## src/rtl/mux_scan_capture_if.sv

```systemverilog
// Bus bundle between the scan sequencer and whoever owns the 8:1 mux.
// The slave side is the sequencer; the master side drives start/rev and
// returns the mux output y_in for the currently selected index.
interface mux_scan_capture_if #(
  parameter int N_SEL = 3,
  parameter int WIDTH = 8
);
  logic             start;
  logic             rev;
  logic             y_in;
  logic [N_SEL-1:0] sel;
  logic             busy;
  logic             done;
  logic [WIDTH-1:0] data_out;

  modport master (
    output start,
    output rev,
    output y_in,
    input  sel,
    input  busy,
    input  done,
    input  data_out
  );

  modport slave (
    input  start,
    input  rev,
    input  y_in,
    output sel,
    output busy,
    output done,
    output data_out
  );
endinterface

```

## src/rtl/mux_scan_capture.sv

```systemverilog
// Scan sequencer and capture stage for an 8:1 mux. A start pulse walks the
// mux select over every index (ascending or descending), samples the mux
// output once per index after an optional settle delay, and publishes the
// rebuilt parallel word on data_out together with a one-cycle done pulse.
module mux_scan_capture #(
  parameter int N_SEL  = 3,
  parameter int WIDTH  = 8,
  parameter int SETTLE = 0
) (
  input  logic              clk,
  input  logic              reset,
  mux_scan_capture_if.slave bus
);

  // Elaboration-time guards on the parameter set.
  if (WIDTH != (2 ** N_SEL)) begin : g_width_check
    $error("mux_scan_capture: WIDTH must equal 2**N_SEL");
  end
  if ((SETTLE < 0) || (SETTLE > 15)) begin : g_settle_check
    $error("mux_scan_capture: SETTLE must be in 0..15");
  end

  typedef enum logic [1:0] {
    IDLE = 2'd0,
    SCAN = 2'd1,
    DONE = 2'd2
  } state_t;

  localparam logic [N_SEL-1:0] IDX_FIRST = '0;
  localparam logic [N_SEL-1:0] IDX_LAST  = N_SEL'(WIDTH - 1);
  localparam logic [3:0]       SETTLE_LD = 4'(SETTLE);

  state_t           state;
  logic             rev_q;
  logic [3:0]       wait_cnt;
  logic [WIDTH-1:0] cap;
  logic [WIDTH-1:0] cap_next;
  logic             last_idx;
  logic [N_SEL-1:0] sel_r;
  logic             busy_r;
  logic             done_r;
  logic [WIDTH-1:0] data_r;

  // Index step in N_SEL-bit unsigned arithmetic; the scan ends before any
  // wrap could occur, so the modular result is never observed at the ends.
  function automatic logic [N_SEL-1:0] step_idx(input logic [N_SEL-1:0] idx,
                                                 input logic             down);
    return down ? (idx - N_SEL'(1)) : (idx + N_SEL'(1));
  endfunction

  // Capture word with the current mux output merged in at the selected bit,
  // so the final index lands in data_out on the same edge it is sampled.
  always_comb begin
    cap_next        = cap;
    cap_next[sel_r] = bus.y_in;
  end

  assign last_idx = rev_q ? (sel_r == IDX_FIRST) : (sel_r == IDX_LAST);

  // Sequencer FSM with registered outputs; reset aborts any scan in flight.
  always_ff @(posedge clk) begin
    if (reset) begin
      state    <= IDLE;
      rev_q    <= 1'b0;
      wait_cnt <= '0;
      cap      <= '0;
      sel_r    <= '0;
      busy_r   <= 1'b0;
      done_r   <= 1'b0;
      data_r   <= '0;
    end else begin
      case (state)
        IDLE: begin
          busy_r <= 1'b0;
          done_r <= 1'b0;
          sel_r  <= IDX_FIRST;
          if (bus.start) begin
            state    <= SCAN;
            busy_r   <= 1'b1;
            rev_q    <= bus.rev;
            wait_cnt <= SETTLE_LD;
            sel_r    <= bus.rev ? IDX_LAST : IDX_FIRST;
          end
        end
        SCAN: begin
          if (wait_cnt != 4'd0) begin
            wait_cnt <= wait_cnt - 4'd1;
          end else begin
            cap <= cap_next;
            if (last_idx) begin
              state  <= DONE;
              data_r <= cap_next;
              done_r <= 1'b1;
              busy_r <= 1'b0;
              sel_r  <= IDX_FIRST;
            end else begin
              sel_r    <= step_idx(sel_r, rev_q);
              wait_cnt <= SETTLE_LD;
            end
          end
        end
        DONE: begin
          state  <= IDLE;
          done_r <= 1'b0;
          busy_r <= 1'b0;
          sel_r  <= IDX_FIRST;
        end
        default: begin
          state  <= IDLE;
          done_r <= 1'b0;
          busy_r <= 1'b0;
          sel_r  <= IDX_FIRST;
        end
      endcase
    end
  end

  assign bus.sel      = sel_r;
  assign bus.busy     = busy_r;
  assign bus.done     = done_r;
  assign bus.data_out = data_r;

endmodule

```

## src/flat_wrapper.sv

```systemverilog
// flat-port wrapper written by rule: the top's interface ports become plain ports
module mux_scan_capture_flat 
#(
  parameter int N_SEL  = 3,
  parameter int WIDTH  = 8,
  parameter int SETTLE = 0
)
  (clk, reset, bus_start, bus_rev, bus_y_in, bus_sel, bus_busy, bus_done, bus_data_out);
  mux_scan_capture_if #(.N_SEL(N_SEL), .WIDTH(WIDTH)) bus_i ();
  input  logic clk;
  input  logic reset;
  input wire logic [$bits(bus_i.start)-1:0] bus_start;
  input wire logic [$bits(bus_i.rev)-1:0] bus_rev;
  input wire logic [$bits(bus_i.y_in)-1:0] bus_y_in;
  output wire logic [$bits(bus_i.sel)-1:0] bus_sel;
  output wire logic [$bits(bus_i.busy)-1:0] bus_busy;
  output wire logic [$bits(bus_i.done)-1:0] bus_done;
  output wire logic [$bits(bus_i.data_out)-1:0] bus_data_out;
  assign bus_i.start = bus_start;
  assign bus_i.rev = bus_rev;
  assign bus_i.y_in = bus_y_in;
  assign bus_sel = bus_i.sel;
  assign bus_busy = bus_i.busy;
  assign bus_done = bus_i.done;
  assign bus_data_out = bus_i.data_out;
  mux_scan_capture #(.N_SEL(N_SEL), .WIDTH(WIDTH), .SETTLE(SETTLE)) u_core (.clk(clk), .reset(reset), .bus(bus_i));
endmodule
```

## config.mk

```make
export PLATFORM = sky130hd
export DESIGN_NAME = mux_scan_capture_flat
export DESIGN_NICKNAME = d
export VERILOG_FILES = /design/src/rtl/mux_scan_capture_if.sv /design/src/rtl/mux_scan_capture.sv /design/src/flat_wrapper.sv
export SDC_FILE = /design/constraint.sdc
export NUM_CORES = 1
export LEC_CHECK = 0
export CORE_ASPECT_RATIO = 1.75
export CORE_MARGIN = 2
export CORE_UTILIZATION = 30
export DETAILED_ROUTE_END_ITERATION = 12
export PLACE_DENSITY = 0.46
export SLEW_MARGIN = 20
export SYNTH_ARGS = -nofsm -noshare
export SYNTH_HDL_FRONTEND = slang
export SYNTH_SLANG_ARGS = --single-unit
```

## constraint.sdc

```tcl
create_clock -name clk -period 3.9 [get_ports clk]
set_input_delay 0.78 -clock clk [delete_from_list [all_inputs] [get_ports clk]]
set_output_delay 0.78 -clock clk [all_outputs]
set_load 0.01 [all_outputs]
```

# == Yosys cells after proc, flatten, opt, wreduce, memory -nomap -nowiden ==
# Cells that the tools add are included.
# totals
in_bits,5
reg_bits,28
elab_cells,56
# op_classes
n_mux,22
n_reduce_logical,13
bitwise,2
add_sub_neg,3
eq_ne,6
order_cmp,2
# ops
operator,n
$mux 3,5
$mux 4,3
$reduce_and 3->1,3
$bwmux 8,1
$pmux 4 s2,1
$reduce_and 2->1,4
$mux 2,3
$pmux 3 s2,1
$mux 1,5
$lt 3x4->1 const B,1
$ne 2x2->1 const B,2
$pmux 2 s2,1
$reduce_bool 4->1,1
$sub 4x1->4 const B,1
$add 3x1->3 const B,1
$demux 1 s3,1
$eq 3x3->1 const B,1
$ge 3x1->1 const B,1
$logic_not 3->1,1
$ne 3x3->1 const B,1
$sub 3x1->3 const B,1
$eq 2x1->1 const B,1
$logic_not 2->1,1
$ne 2x1->1 const B,1
other kinds (5),6

# == Depth between registers and ports, before layout ==
# depth
word_depth,5
depth_mapped,8
mapped_depth_nobuf,6

# == Least setup slack after synthesis ==
# OpenSTA, ideal clock, no wires.
# synth_path
path_kind,register to register
startpoint,register u_core.wait_cnt[0]
endpoint,register u_core.data_r[2] (netlist: u_core.bus.data_out[2])
synth_period_minus_slack_ns,1.865
n_path_buf,2
arrival_ns,1.729
path_slack_ns,2.035
stages_incl_launch_ff,8
cell_sequence,dfxtp_1 > inv_1 > ha_1 > or3b_2 > clkbuf_1 > a211oi_4 > buf_6 > a311oi_2
# synth_between
elab_chain_cells,3
# synth_lines
item,line,rtl
start: declaration,mux_scan_capture.sv:35,logic [3:0] wait_cnt;
start signal: assignment,mux_scan_capture.sv:87,wait_cnt <= wait_cnt - 4'd1;
$reduce_bool 4->1,mux_scan_capture.sv:86,if (wait_cnt != 4'd0) begin
$not 1->1 (no line),n/a,
$reduce_and 3->1 (no line),n/a,
end signal: assignment,mux_scan_capture.sv:92,data_r <= cap_next;
end: declaration,mux_scan_capture.sv:42,logic [WIDTH-1:0] data_r;
# No other way between the ends.
# A chain may end at the register's enable or synchronous reset.

# == Worst setup path in the final report ==
# layout_path
startpoint,register u_core.sel_r[1] (netlist: u_core.bus.sel[1])
endpoint,output port bus_sel[1]
# layout_rtl
item,line,rtl
start: declaration,mux_scan_capture.sv:39,logic [N_SEL-1:0] sel_r;
start signal: assignment,mux_scan_capture.sv:82,sel_r <= bus.rev ? IDX_LAST : IDX_FIRST;
start signal: assignment,mux_scan_capture.sv:97,"sel_r <= step_idx(sel_r, rev_q);"
end: declaration,flat_wrapper.sv:15,output wire logic [$bits(bus_i.sel)-1:0] bus_sel;
# No word-level cell between the ends.

==> results by group <==
Outcome
  – Status: finished, final reports clean

Logic synthesis
  – Largest family of logic cells by synthesized area: simple AND/OR/NAND/NOR gates
  – Synthesized net count: 169
  – Post-Synth XOR/XNOR Area: 1.25%
  – Post-synthesis sequential area ratio: between 30 and 40%
  – Compound-Gate Fraction of Synth Area: roughly 17%
  – Syn Area/Cell: 8.72 µm²
  – Synth warn: 0
  – Leading area contributor after synthesis: dfxtp_1
  – Synth cell types: 36
  – EDFF count, synth: 0
  – Synth Area in Adders: 3.21%
  – Mapped cell area: between 0.001 and 0.0015 mm²
  – Mapped Cells: 161
  – Async S/R FF share, synth: 0%
  – Predominant post-synthesis flop cell: dfxtp_1
  – Synth top area cells: dfxtp_1 40%, mux2i_1 8.6%, nor2_1 6.4%
  – Yosys top cell area share: 39.9%
  – Synth Register Bits: 28
  – Mux share of post-synthesis cell area: between 8 and 9%
  – Synth Area in Simple Gates: 24.5%

Floorplan
  – Die area: 0.00526 mm²
  – I/O Pins: 18
  – Core area: 0.00458 mm²
  – Chip height: approximately 94 µm
  – Die X: roughly 56 µm
  – Num rows: 33
  – Initial Util: about 30%

Final layout
  – # diodes: 0
  – Fill cells: ~470
  – Fin nets: around 180
  – Share of post-route cells with drive strength above 1: 6.40%
  – Layout Area Growth over Synthesis: 16.9%
  – Final core occ: 35.8%

Min path
  – Worst Hold Path Cells: 2
  – Worst hold path type: flip-flop to flip-flop
  – Worst Hold Endpoint: u_core.bus.data_out[5]
  – Min-delay src: u_core.bus.data_out[5]

Timing
  – Tcrit/Tclk final: a little under two thirds
  – RSZ-0062 raised after global routing: false
  – Slew Limit Fails: 0
  – Worst Skew: 0.00118 ns
  – Highest clock rate: 404 MHz
  – Final hold violations: 0
  – Final setup vio count: 0
  – Relative slew slack: approximately a third
  – Slew of the pin with the lowest slew margin: 1.01 ns
  – Sum Neg Setup Slack: 0 ns
  – Final min period: between 2 and 2.5 ns

Clocking
  – Clock transition at path regs: 0.10 ns
  – Cts repair resizes: 0
  – Root Driver: clkbuf_8
  – Worst skew pair latency: 0.28 ns
  – Postcts setup bufs: 0
  – Clock sink total: 28
  – Maximum root-to-sink buffer count: 2
  – CTS tree: yes
  – Cts hold-fix bufs: 0
  – Number of buffers created by CTS: 3
  – H-tree levels: 1

Routing
  – Vias: 1174
  – Avg WL per Cell: 14.5 µm
  – Avg Vias per Cell: 5.24
  – Initial DRC Count: 7
  – DRC: 0
  – Antenna Nets Post-Route: 0
  – DR pass1 iterations: 6
  – Final WL: 3250 µm

Global route
  – Gr ovfl total: 0
  – Initial antenna violation count: 0
  – Global-route wire length before repair: 5460 µm
  – Number of global-route vias before repair: 1239
  – Total GRT Usage: 13.0%
  – Largest net degree at the start of global routing: 26

Worst setup path
  – Critical path's largest stage delay: around 0.75 ns
  – CP Launch Type: flip-flop
  – CP top delay family: flip-flops
  – Crit Path Category: flip-flop to primary output
  – Crit path max fanout: 19
  – Worst Path Arrival: 1.69 ns
  – Critical Path, Cell by Cell: clkdlybuf4s50_1
  – Buf+Inv Stages, Crit Path: 1
  – R2R Setup Slk: 1.52 ns
  – Crit. End Element: primary output
  – Required time worst endpoint: 3.12 ns
  – Worst reg-to-reg path cell count: 4
  – Reg-to-reg critical path startpoint: u_core.bus.sel[1]
  – R2R Path End: u_core.bus.data_out[2]
  – Crit-path slowest cell: dfxtp_1

Placed design
  – IO buf count: 17
  – DP Wirelength: 2380 µm
  – GPL Wtd Cong: 0.743

Power
  – VDD IR max: 0.217 mV
  – LEAKAGE: 0.557 nW
  – PD cells: 377 mW/mm²

Flow run
  – Max-Cap Viols: 0
registers in the layout, indices dropped and copies added, names as in the netlist:
name                 flops
u_core.bus.data_out      8
u_core.bus.done          1
u_core.rev_q             1
u_core.cap               8
u_core.state             2
u_core.bus.sel           3
u_core.wait_cnt          4
u_core.bus.busy          1
report_power, final:
part	internal, W	total [W]	switching, W
sequential	0.000300	0.000322	0.0000221
clock	0.0000906	0.000183	0.0000928
combinational	0.0000496	0.000114	0.0000645
total	0.000440	0.000619	0.000179
worst reg2reg max path, stage by stage, from the launching register on:
cell and delay [ns]:
dfxtp_1 0.75, nand4b_1 0.39, a211oi_4 0.78, nor2_1 0.12
a311oi_2 0.25
worst max-delay path by stage:
stage	start	endpoint	slack, ns	depth (start not counted)
after CTS	u_core.bus.sel[1]	bus_sel[1]	1.41	1
after global routing	u_core.bus.sel[1]	u_core.bus.data_out[2]	1.29	4
after detailed placement	reset	u_core.bus.sel[1]	1.45	3
final	u_core.bus.sel[1]	bus_sel[1]	1.43	1
after global placement	reset	u_core.bus.sel[1]	1.53	3
after floorplan	u_core.wait_cnt[0]	u_core.bus.data_out[2]	2.04	7
cell usage after synthesis, types with 3 or more instances:
master / instances
a21oi_1: 6
nor4_1: 5
and2b_1: 3
mux2i_1: 12
a211oi_1: 8
buf_2: 3
nor2_1: 24
dfxtp_1: 28
a311oi_2: 3
nand4_1: 4
nand2_1: 16
nand3_1: 4
inv_1: 6
clkbuf_1: 6
o21ai_0: 5
nor3_1: 3
through the flow:
step                setup WS, ns  std cells  power [W]  hold slack (ns)  instance area, µm²
detailed placement          1.45        220   0.000444            0.485                1590
CTS                         1.41        224   0.000626            0.508                1640
floorplan                   2.04        161   0.000406            0.453                1400
global placement            1.53        220   0.000441            0.478                1590
global route                1.29        224   0.000650            0.540                1640
finish                      1.43        224   0.000619            0.504                1640
area by class of cell:
| cell class | count | area (µm²) | share of cell area (%) |
|---|---|---|---|
| clock buffer | 4 | 55.1 | 3.35 |
| tap | 52 | 65.1 | 3.96 |
| sequential | 28 | 561 | 34.1 |
| inverter | 6 | 22.5 | 1.37 |
| timing repair buffer | 18 | 178 | 10.8 |
| multi-input combinational | 116 | 761 | 46.3 |
cells in the final DEF, fill, tap and decap left out, types with 2 or more instances in the layout:
cell,instances
a211oi_1,8
a21oi_1,6
a311oi_2,3
a31oi_1,2
and2b_1,3
clkbuf_8,4
clkdlybuf4s50_1,17
dfxtp_1,28
ha_1,2
inv_1,6
mux2i_1,12
nand2_1,16
nand3_1,4
nand4_1,4
nor2_1,24
nor3_1,3
nor3b_1,2
nor4_1,5
o21ai_0,5
xnor2_1,2
per-layer routing:
layer	global-route usage, %	part of all wire (%)	vias up
li1	-	-	591
met1	13.2	41	563
met2	25.0	55	13
met3	2.05	2.1	7
met4	6.71	2.0	0
met5	0	0	-
logic make-up (layout without fill, tap and decap cells):
family	after synthesis	in the layout
adder cells (fa/ha/maj)	3	3
AND/OR/NAND/NOR	69	69
flip-flops	28	28
buffers and inverters	17	28
multiplexers	12	12
AO/OA/AOI/OAI	30	30
XOR/XNOR	2	2
No activity file was read; power rests on OpenSTA's default activity.
